### src/rtl/arm_cpu_pkg.sv
// Shared CPU types and constants for the ARMv8 integer datapath.
// Holds register-file geometry, the XZR register number and word/regnum types.
// Consumers import this with a wildcard import.
package arm_cpu_pkg;

  localparam int DATA_WIDTH = 64;
  localparam int ADDR_WIDTH = 5;
  localparam int NUM_REGS   = 2 ** ADDR_WIDTH;

  // Register number 31 reads as zero and swallows writes (XZR).
  localparam logic [4:0] XZR_ADDR = 5'd31;

  typedef logic [63:0] word_t;
  typedef logic [4:0]  regnum_t;

endpackage

### src/rtl/decoder_5to32.sv
// Enable-gated 5:32 one-hot decoder for register-file write strobes.
// Latency: purely combinational, zero cycles.
// Backpressure: none; output follows inputs every cycle.
module decoder_5to32
  import arm_cpu_pkg::*;
(
  input  logic        i_en,
  input  regnum_t     i_addr,
  output logic [31:0] o_sel
);

  // At most one select bit high, and only while the enable is asserted.
  always_comb begin
    o_sel = '0;
    if (i_en) begin
      o_sel[i_addr] = 1'b1;
    end
  end

endmodule

### src/rtl/register64.sv
// One 64-bit register-file entry with a load enable and async clear.
// Latency: loads on the rising clock edge, output visible just after it.
// Backpressure: none; holds its value whenever the enable is low.
module register64
  import arm_cpu_pkg::*;
(
  input  logic  i_clk,
  input  logic  i_rst,
  input  logic  i_en,
  input  word_t i_d,
  output word_t o_q
);

  word_t r_q;

  // Reset dominates any same-cycle load so a write racing reset is lost.
  always_ff @(posedge i_clk or posedge i_rst) begin
    if (i_rst) begin
      r_q <= '0;
    end else if (i_en) begin
      r_q <= i_d;
    end
  end

  assign o_q = r_q;

endmodule

### src/rtl/regfile_32x64.sv
// ARMv8 32x64 integer register file: 2 combinational read ports, 1 write port, XZR at 31.
// Latency: reads zero cycles; a write is visible just after its clock edge.
// Backpressure: none. Optional macro REGFILE_BYPASS_EN forwards wr_data to matching reads.
module regfile_32x64 #(
  parameter int DATA_WIDTH = arm_cpu_pkg::DATA_WIDTH,
  parameter int ADDR_WIDTH = arm_cpu_pkg::ADDR_WIDTH,
  parameter int ZERO_REG   = 31
) (
  input  logic                  clk,
  input  logic                  reset,
  input  logic                  wr_en,
  input  logic [ADDR_WIDTH-1:0] wr_addr,
  input  logic [DATA_WIDTH-1:0] wr_data,
  input  logic [ADDR_WIDTH-1:0] rd_addr1,
  input  logic [ADDR_WIDTH-1:0] rd_addr2,
  output logic [DATA_WIDTH-1:0] rd_data1,
  output logic [DATA_WIDTH-1:0] rd_data2
);

  import arm_cpu_pkg::*;

  localparam int NUM_ENTRIES = 2 ** ADDR_WIDTH;

  // Per-entry write strobes and stored contents; the XZR slot is a constant zero.
  logic [NUM_ENTRIES-1:0] w_wr_sel;
  logic [DATA_WIDTH-1:0]  w_q [NUM_ENTRIES];
  logic [DATA_WIDTH-1:0]  w_rd1_stored;
  logic [DATA_WIDTH-1:0]  w_rd2_stored;
  logic                   w_unused_sel;

  decoder_5to32 u_wr_dec (
    .i_en   (wr_en),
    .i_addr (wr_addr),
    .o_sel  (w_wr_sel)
  );

  // XZR has no storage, so its strobe goes nowhere.
  assign w_unused_sel = w_wr_sel[ZERO_REG];

  for (genvar gi = 0; gi < NUM_ENTRIES; gi++) begin : g_entry
    if (gi == ZERO_REG) begin : g_zero
      assign w_q[gi] = '0;
    end else begin : g_reg
      register64 u_reg (
        .i_clk (clk),
        .i_rst (reset),
        .i_en  (w_wr_sel[gi]),
        .i_d   (wr_data),
        .o_q   (w_q[gi])
      );
    end
  end

  // Read muxes; address ZERO_REG selects the tied-off zero slot.
  assign w_rd1_stored = w_q[rd_addr1];
  assign w_rd2_stored = w_q[rd_addr2];

`ifdef REGFILE_BYPASS_EN
  // Forward only live, non-XZR writes; reset must still force reads to zero.
  logic w_byp_ok;
  assign w_byp_ok = wr_en & ~reset & (wr_addr != ADDR_WIDTH'(ZERO_REG));
  assign rd_data1 = (w_byp_ok && (wr_addr == rd_addr1)) ? wr_data : w_rd1_stored;
  assign rd_data2 = (w_byp_ok && (wr_addr == rd_addr2)) ? wr_data : w_rd2_stored;
`else
  assign rd_data1 = w_rd1_stored;
  assign rd_data2 = w_rd2_stored;
`endif

endmodule

### config.mk
export PLATFORM = sky130hd
export DESIGN_NAME = regfile_32x64
export DESIGN_NICKNAME = d
export VERILOG_FILES = /design/src/rtl/arm_cpu_pkg.sv /design/src/rtl/decoder_5to32.sv /design/src/rtl/register64.sv /design/src/rtl/regfile_32x64.sv
export SDC_FILE = /design/constraint.sdc
export NUM_CORES = 2
export LEC_CHECK = 0
export CAP_MARGIN = 20
export CELL_PAD_IN_SITES_DETAIL_PLACEMENT = 0
export CELL_PAD_IN_SITES_GLOBAL_PLACEMENT = 1
export CORE_MARGIN = 2
export CORE_UTILIZATION = 45
export CTS_CLUSTER_DIAMETER = 80
export DETAILED_ROUTE_END_ITERATION = 10
export DONT_BUFFER_PORTS = 1
export PLACE_DENSITY_LB_ADDON = 0.1
export SETUP_SLACK_MARGIN = 0.15
export SLEW_MARGIN = 15
export SYNTH_ARGS = -nofsm -noshare
export SYNTH_HDL_FRONTEND = slang
export SYNTH_HIERARCHICAL = 1
export SYNTH_SLANG_ARGS = --single-unit
### constraint.sdc
create_clock -name clk -period 2.6 [get_ports clk]
set_input_delay 0.26 -clock clk [delete_from_list [all_inputs] [get_ports clk]]
set_output_delay 0.26 -clock clk [all_outputs]
set_load 0.03 [all_outputs]
== Word-level counts from Yosys, hierarchy flattened ==
Cells that the tools add are included.
Cells by class
  reduce and logical (&&, ||, !) cells: 1
  $lt $le $gt $ge: 4
  bitwise operators: 2
  mux-type cells: 9
Operators with widths (count)
  binary-select mux 64 bit (select 5 bit): 2
  two-way mux 64 bit: 4
  two-way mux 31 bit: 1
  greater-or-equal comparator 6 bit, second input constant: 2
  NOT 5 -> 6 bit: 2
  less-than comparator 5 x 6 -> 1 bit, second input constant: 1
  demux 1 bit (select 5 bit): 1
  greater-or-equal comparator 5 x 1 -> 1 bit, second input constant: 1
  logical AND 1 bit: 1
  two-way mux 1 bit: 1
Storage, ports and cells
  input bits: 82
  output and inout bits: 128
  word-level logic and storage cells: 47
  register bits: 1984

== Depth between registers and ports, before layout ==
  depth after elaboration: 5
  gate-level depth with buffers: 9

== Cells and area by module ==
The synthesis kept the hierarchy.
Modules (own cells, without submodules)
  register64: times used 31, cells an instance 136, area an instance 2682.6 um2
  regfile_32x64: times used 1, cells an instance 3070, area an instance 32653.8 um2
  decoder_5to32: times used 1, cells an instance 47, area an instance 230.2 um2

== Least setup slack after synthesis ==
No wires, ideal clock.
  path type: input to output
  start point: input rd_addr2[1]
  end point: output rd_data2[19]
  required time: 2.340 ns
  arrival: 2.429 ns
  path slack: -0.089 ns
  stages on the path: 8
  cell sequence: buf_2 -> buf_4 -> buf_2 -> clkbuf_1 -> a211oi_1 -> o31ai_1 -> a21oi_1 -> nor4_1
On the way
  cells in the longest elaborated chain, start to end: 4
Ends and longest elaborated chain
  start: declaration: line regfile_32x64.sv:15  | input logic [ADDR_WIDTH-1:0] rd_addr2,
  NOT 5 -> 6 bit (implied by the code): line regfile_32x64.sv:56  | assign w_rd2_stored = w_q[rd_addr2];
  binary-select mux 64 bit (select 5 bit): line regfile_32x64.sv:56
  two-way mux 64 bit (implied by the code) (2 in a row): line regfile_32x64.sv:56
  end: declaration: line regfile_32x64.sv:17  | output logic [DATA_WIDTH-1:0] rd_data2
No other way between the ends. The select of a mux whose other input is x is not followed.

== Worst setup path after layout ==
  start point: input rd_addr2[0]
  end point: output rd_data2[6]
The elaborated chain is that of the path after synthesis.

==> reports/qor_table.md <==
| Result | This run | Unit |
| --- | --- | --- |
| Length of the first detailed-routing pass in iterations | 5 | - |
| Unrepaired setup endpoints after global routing | yes | - |
| Boundary pin count | 210 | - |
| Clock latency of the later-clocked register in the worst-skew pair | 900 | ps |
| Type of origin of the critical path | input port | - |
| Share of the clock period used by the worst path after layout | 1.24 | - |
| Worst slew margin | -0.124 | - |
| Violated checks | slew limit, setup timing | - |
| Post-route ant nets | 0 | - |
| Post-layout nets | 7961 | - |
| CP max FO | 390 | - |
| Termination of the worst setup path | rd_data2[6] | - |
| Die area | 0.262 | sq mm |
| Met3 track utilization from global routing | 0.0680 | - |
| Worst slack at placement | -494 | ps |
| Origin of the critical flop-to-flop path | g_entry[20].g_reg.u_reg/o_q[0] | - |
| Total global routing track utilization | 0.334 | - |
| Top cell family by delay on the critical path | simple AND/OR/NAND/NOR gates | - |
| Netlist Area Pre-Place | 0.116 | sq mm |
| Root Buffer | clkbuf_16 | - |
| Via count of the first global-routing pass | 77800 | - |
| Outcome | finished with violations | - |
| Min Tclk post-route | 3220 | ps |
| Fraction of met2 tracks used by global routing | 0.508 | - |
| Required time worst endpoint | 2340 | ps |
| Avg WL per Cell | 40.2 | um |
| Worst clock skew | 0 | ps |
| Clock tree buffer depth | 3 | - |
| Class of the worst hold path | in -> reg | - |
| Critical Path, Cell by Cell | nor2b_4, buf_4, a22oi_1, a21oi_2, buf_4, nor4_4, buf_4, buf_6 | - |
| CP Capture Type | output pin | - |
| CP peak stage delay | 500 | ps |
| Final Routed Wirelength | 461000 | um |
| Per-instance average area after synthesis | 15.8 | sq um |
| Number of buffers and inverters on the critical path | 4 | - |
| Count of endpoints failing hold in the final timing report | 0 | - |
| Layout cells sized above 1 | 0.578 | - |
| Cell Rows | 186 | - |
| TritonCTS Sinks | 1984 | - |
| Setup slack on the worst flop-to-flop path | 1120 | ps |
| Pin count of the biggest net entering global routing | 720 | - |
| Number of DRC markers in iteration 0 | 8601 | - |
| Clock buffers created by TritonCTS | 225 | - |
| Highest ir drop seen on vdd | 776 | uV |
| Cell type of the slowest stage on the worst timing path | nor2b_4 | - |
| Last weighted congestion value of the routability-driven placer | 0.828 | - |
| Highest attainable clock frequency | 311 | MHz |
| Global-route wire length before repair | 629000 | um |
| Busiest layer in global routing | met2 | - |
| Synthesized instance count | 7332 | - |
| Worst EP arrival | 2960 | ps |
| Die X-Extent | 512 | um |
| Cell depth of the worst setup path | 8 | - |
| Number of flip-flops under the largest register name | 1984 | - |
| GR met1 Demand/Resource | 0.476 | - |
| Detailed-route DRC error count | 0 | - |
| Initial standard-cell utilization of the core | 0.452 | - |
| Port bufs | 0 | - |
| Capturing point of the worst reg2reg path | g_entry[20].g_reg.u_reg/o_q[0] | - |
| Number of H-tree levels | 4 | - |
| Crit. Startpoint | rd_addr2[0] | - |
| Most frequent CP cell | buf_4 | - |
| Synth Net Count | 7414 | - |
| Depth of the most critical reg-to-reg path | 3 | - |
| Setup CP Type | in -> out | - |
| Power per Cell Area | 753 | mW/mm^2 |
| Post-Route Setup TNS | -52890 | ps |
| Area added between synthesis and finish | 19.0 | % |
| CTS clock-pin slew for the worst setup and hold paths | 60 | ps |
| Total of warnings raised by yosys | 6 | - |
| Number of antenna violations at the first check in global routing | 14 | - |
| LEAKAGE | 60.1 | nW |
| Total via count in the routed design | 76300 | - |
| TritonCTS clock tree | done | - |
| Dpl hpwl | 248000 | um |
| Core box area | 0.257 | sq mm |
| GR Overflow Total | 0 | - |
| Max-cap check violation count | 0 | - |
| Via density per instance | 6.65 | - |
| Final worst slack | -619 | ps |
| Transition time at the pin with the least slew margin | 1690 | ps |
| Pins Over Slew Limit | 127 | - |
| Utilization after layout | 0.538 | - |
| Height of the die | 512 | um |
| Number of failing setup endpoints in the final timing report | 128 | - |
==> final cells by class <==
| type | count | area [sq um] |
|---|---|---|
| clock buffers | 340 | 6730 |
| inverters | 31 | 221 |
| multi-input cells | 4684 | 64000 |
| fillers | 20800 | 119000 |
| diodes | 16 | 40.0 |
| well taps | 3384 | 4230 |
| flip-flops and latches | 1984 | 49600 |
| clock inverters | 76 | 1010 |
| repair buffers | 953 | 12100 |
==> per-stage QoR <==
| step | total power [W] | hold WS [ps] | area, sq um | instances |
|---|---|---|---|---|
| 2_1_floorplan | 0.0590 | 408 | 116000 | 7332 |
| 3_3_place_gp | 0.0651 | 199 | 122000 | 10600 |
| 3_5_place_dp | 0.0655 | 193 | 122000 | 10600 |
| 4_1_cts | 0.102 | 25.1 | 135000 | 11300 |
| 5_1_grt | 0.107 | 19.8 | 138000 | 11500 |
| 6_report | 0.104 | 13.3 | 138000 | 11500 |
==> worst min-delay path by stage <==
| stage | startpoint | endpoint | cells after the start |
|---|---|---|---|
| after detailed placement | reset | g_entry[6].g_reg.u_reg/o_q[7] | 1 |
| after floorplan | wr_data[0] | g_entry[0].g_reg.u_reg/o_q[0] | 1 |
| after global placement | reset | g_entry[6].g_reg.u_reg/o_q[7] | 1 |
| after CTS | wr_addr[0] | g_entry[5].g_reg.u_reg/o_q[55] | 4 |
| after global routing | wr_addr[0] | g_entry[5].g_reg.u_reg/o_q[55] | 4 |
| final | wr_data[44] | g_entry[4].g_reg.u_reg/o_q[44] | 2 |
==> power breakdown <==
part           switching [W]  internal [W]
Clock                 0.0140        0.0200
Combinational         0.0106        0.0172
Sequential           0.00520        0.0370
Total                 0.0297        0.0742
==> worst reg2reg max path, stage by stage, from the launching register on <==
cell and delay, ps:
dfrtp_1 400, buf_4 140, mux2_4 260, dlygate4sd3_1 560
==> per-layer routing <==
metal	wire length [um]	vias up
li1	-	29400
met1	199000	41900
met2	207000	4058
met3	36100	901
met4	18900	4
met5	31	-
==> repair_timing <==
action	4_1_cts	5_1_grt
buffers inserted	143	90
pin swaps	226	110
resized for setup	488	235
endpoints found under the setup margin	128	128
hold endpoints to repair	3815	0
gates cloned	0	37
hold buffers	181	0
==> layout by cell type (no fill, tap or decap), types with 58 or more instances in the layout <==
cell / instances
clkbuf_16: 258
dfrtp_1: 1983
nand2_1: 65
mux4_2: 640
a21oi_2: 71
buf_4: 428
o22ai_1: 101
mux2i_1: 482
clkbuf_8: 58
buf_12: 294
mux2_4: 1925
a21o_1: 76
mux2_2: 357
dlygate4sd3_1: 119
a21oi_1: 94
o211ai_1: 63
buf_6: 64
Power figures use the tool's default switching activity.
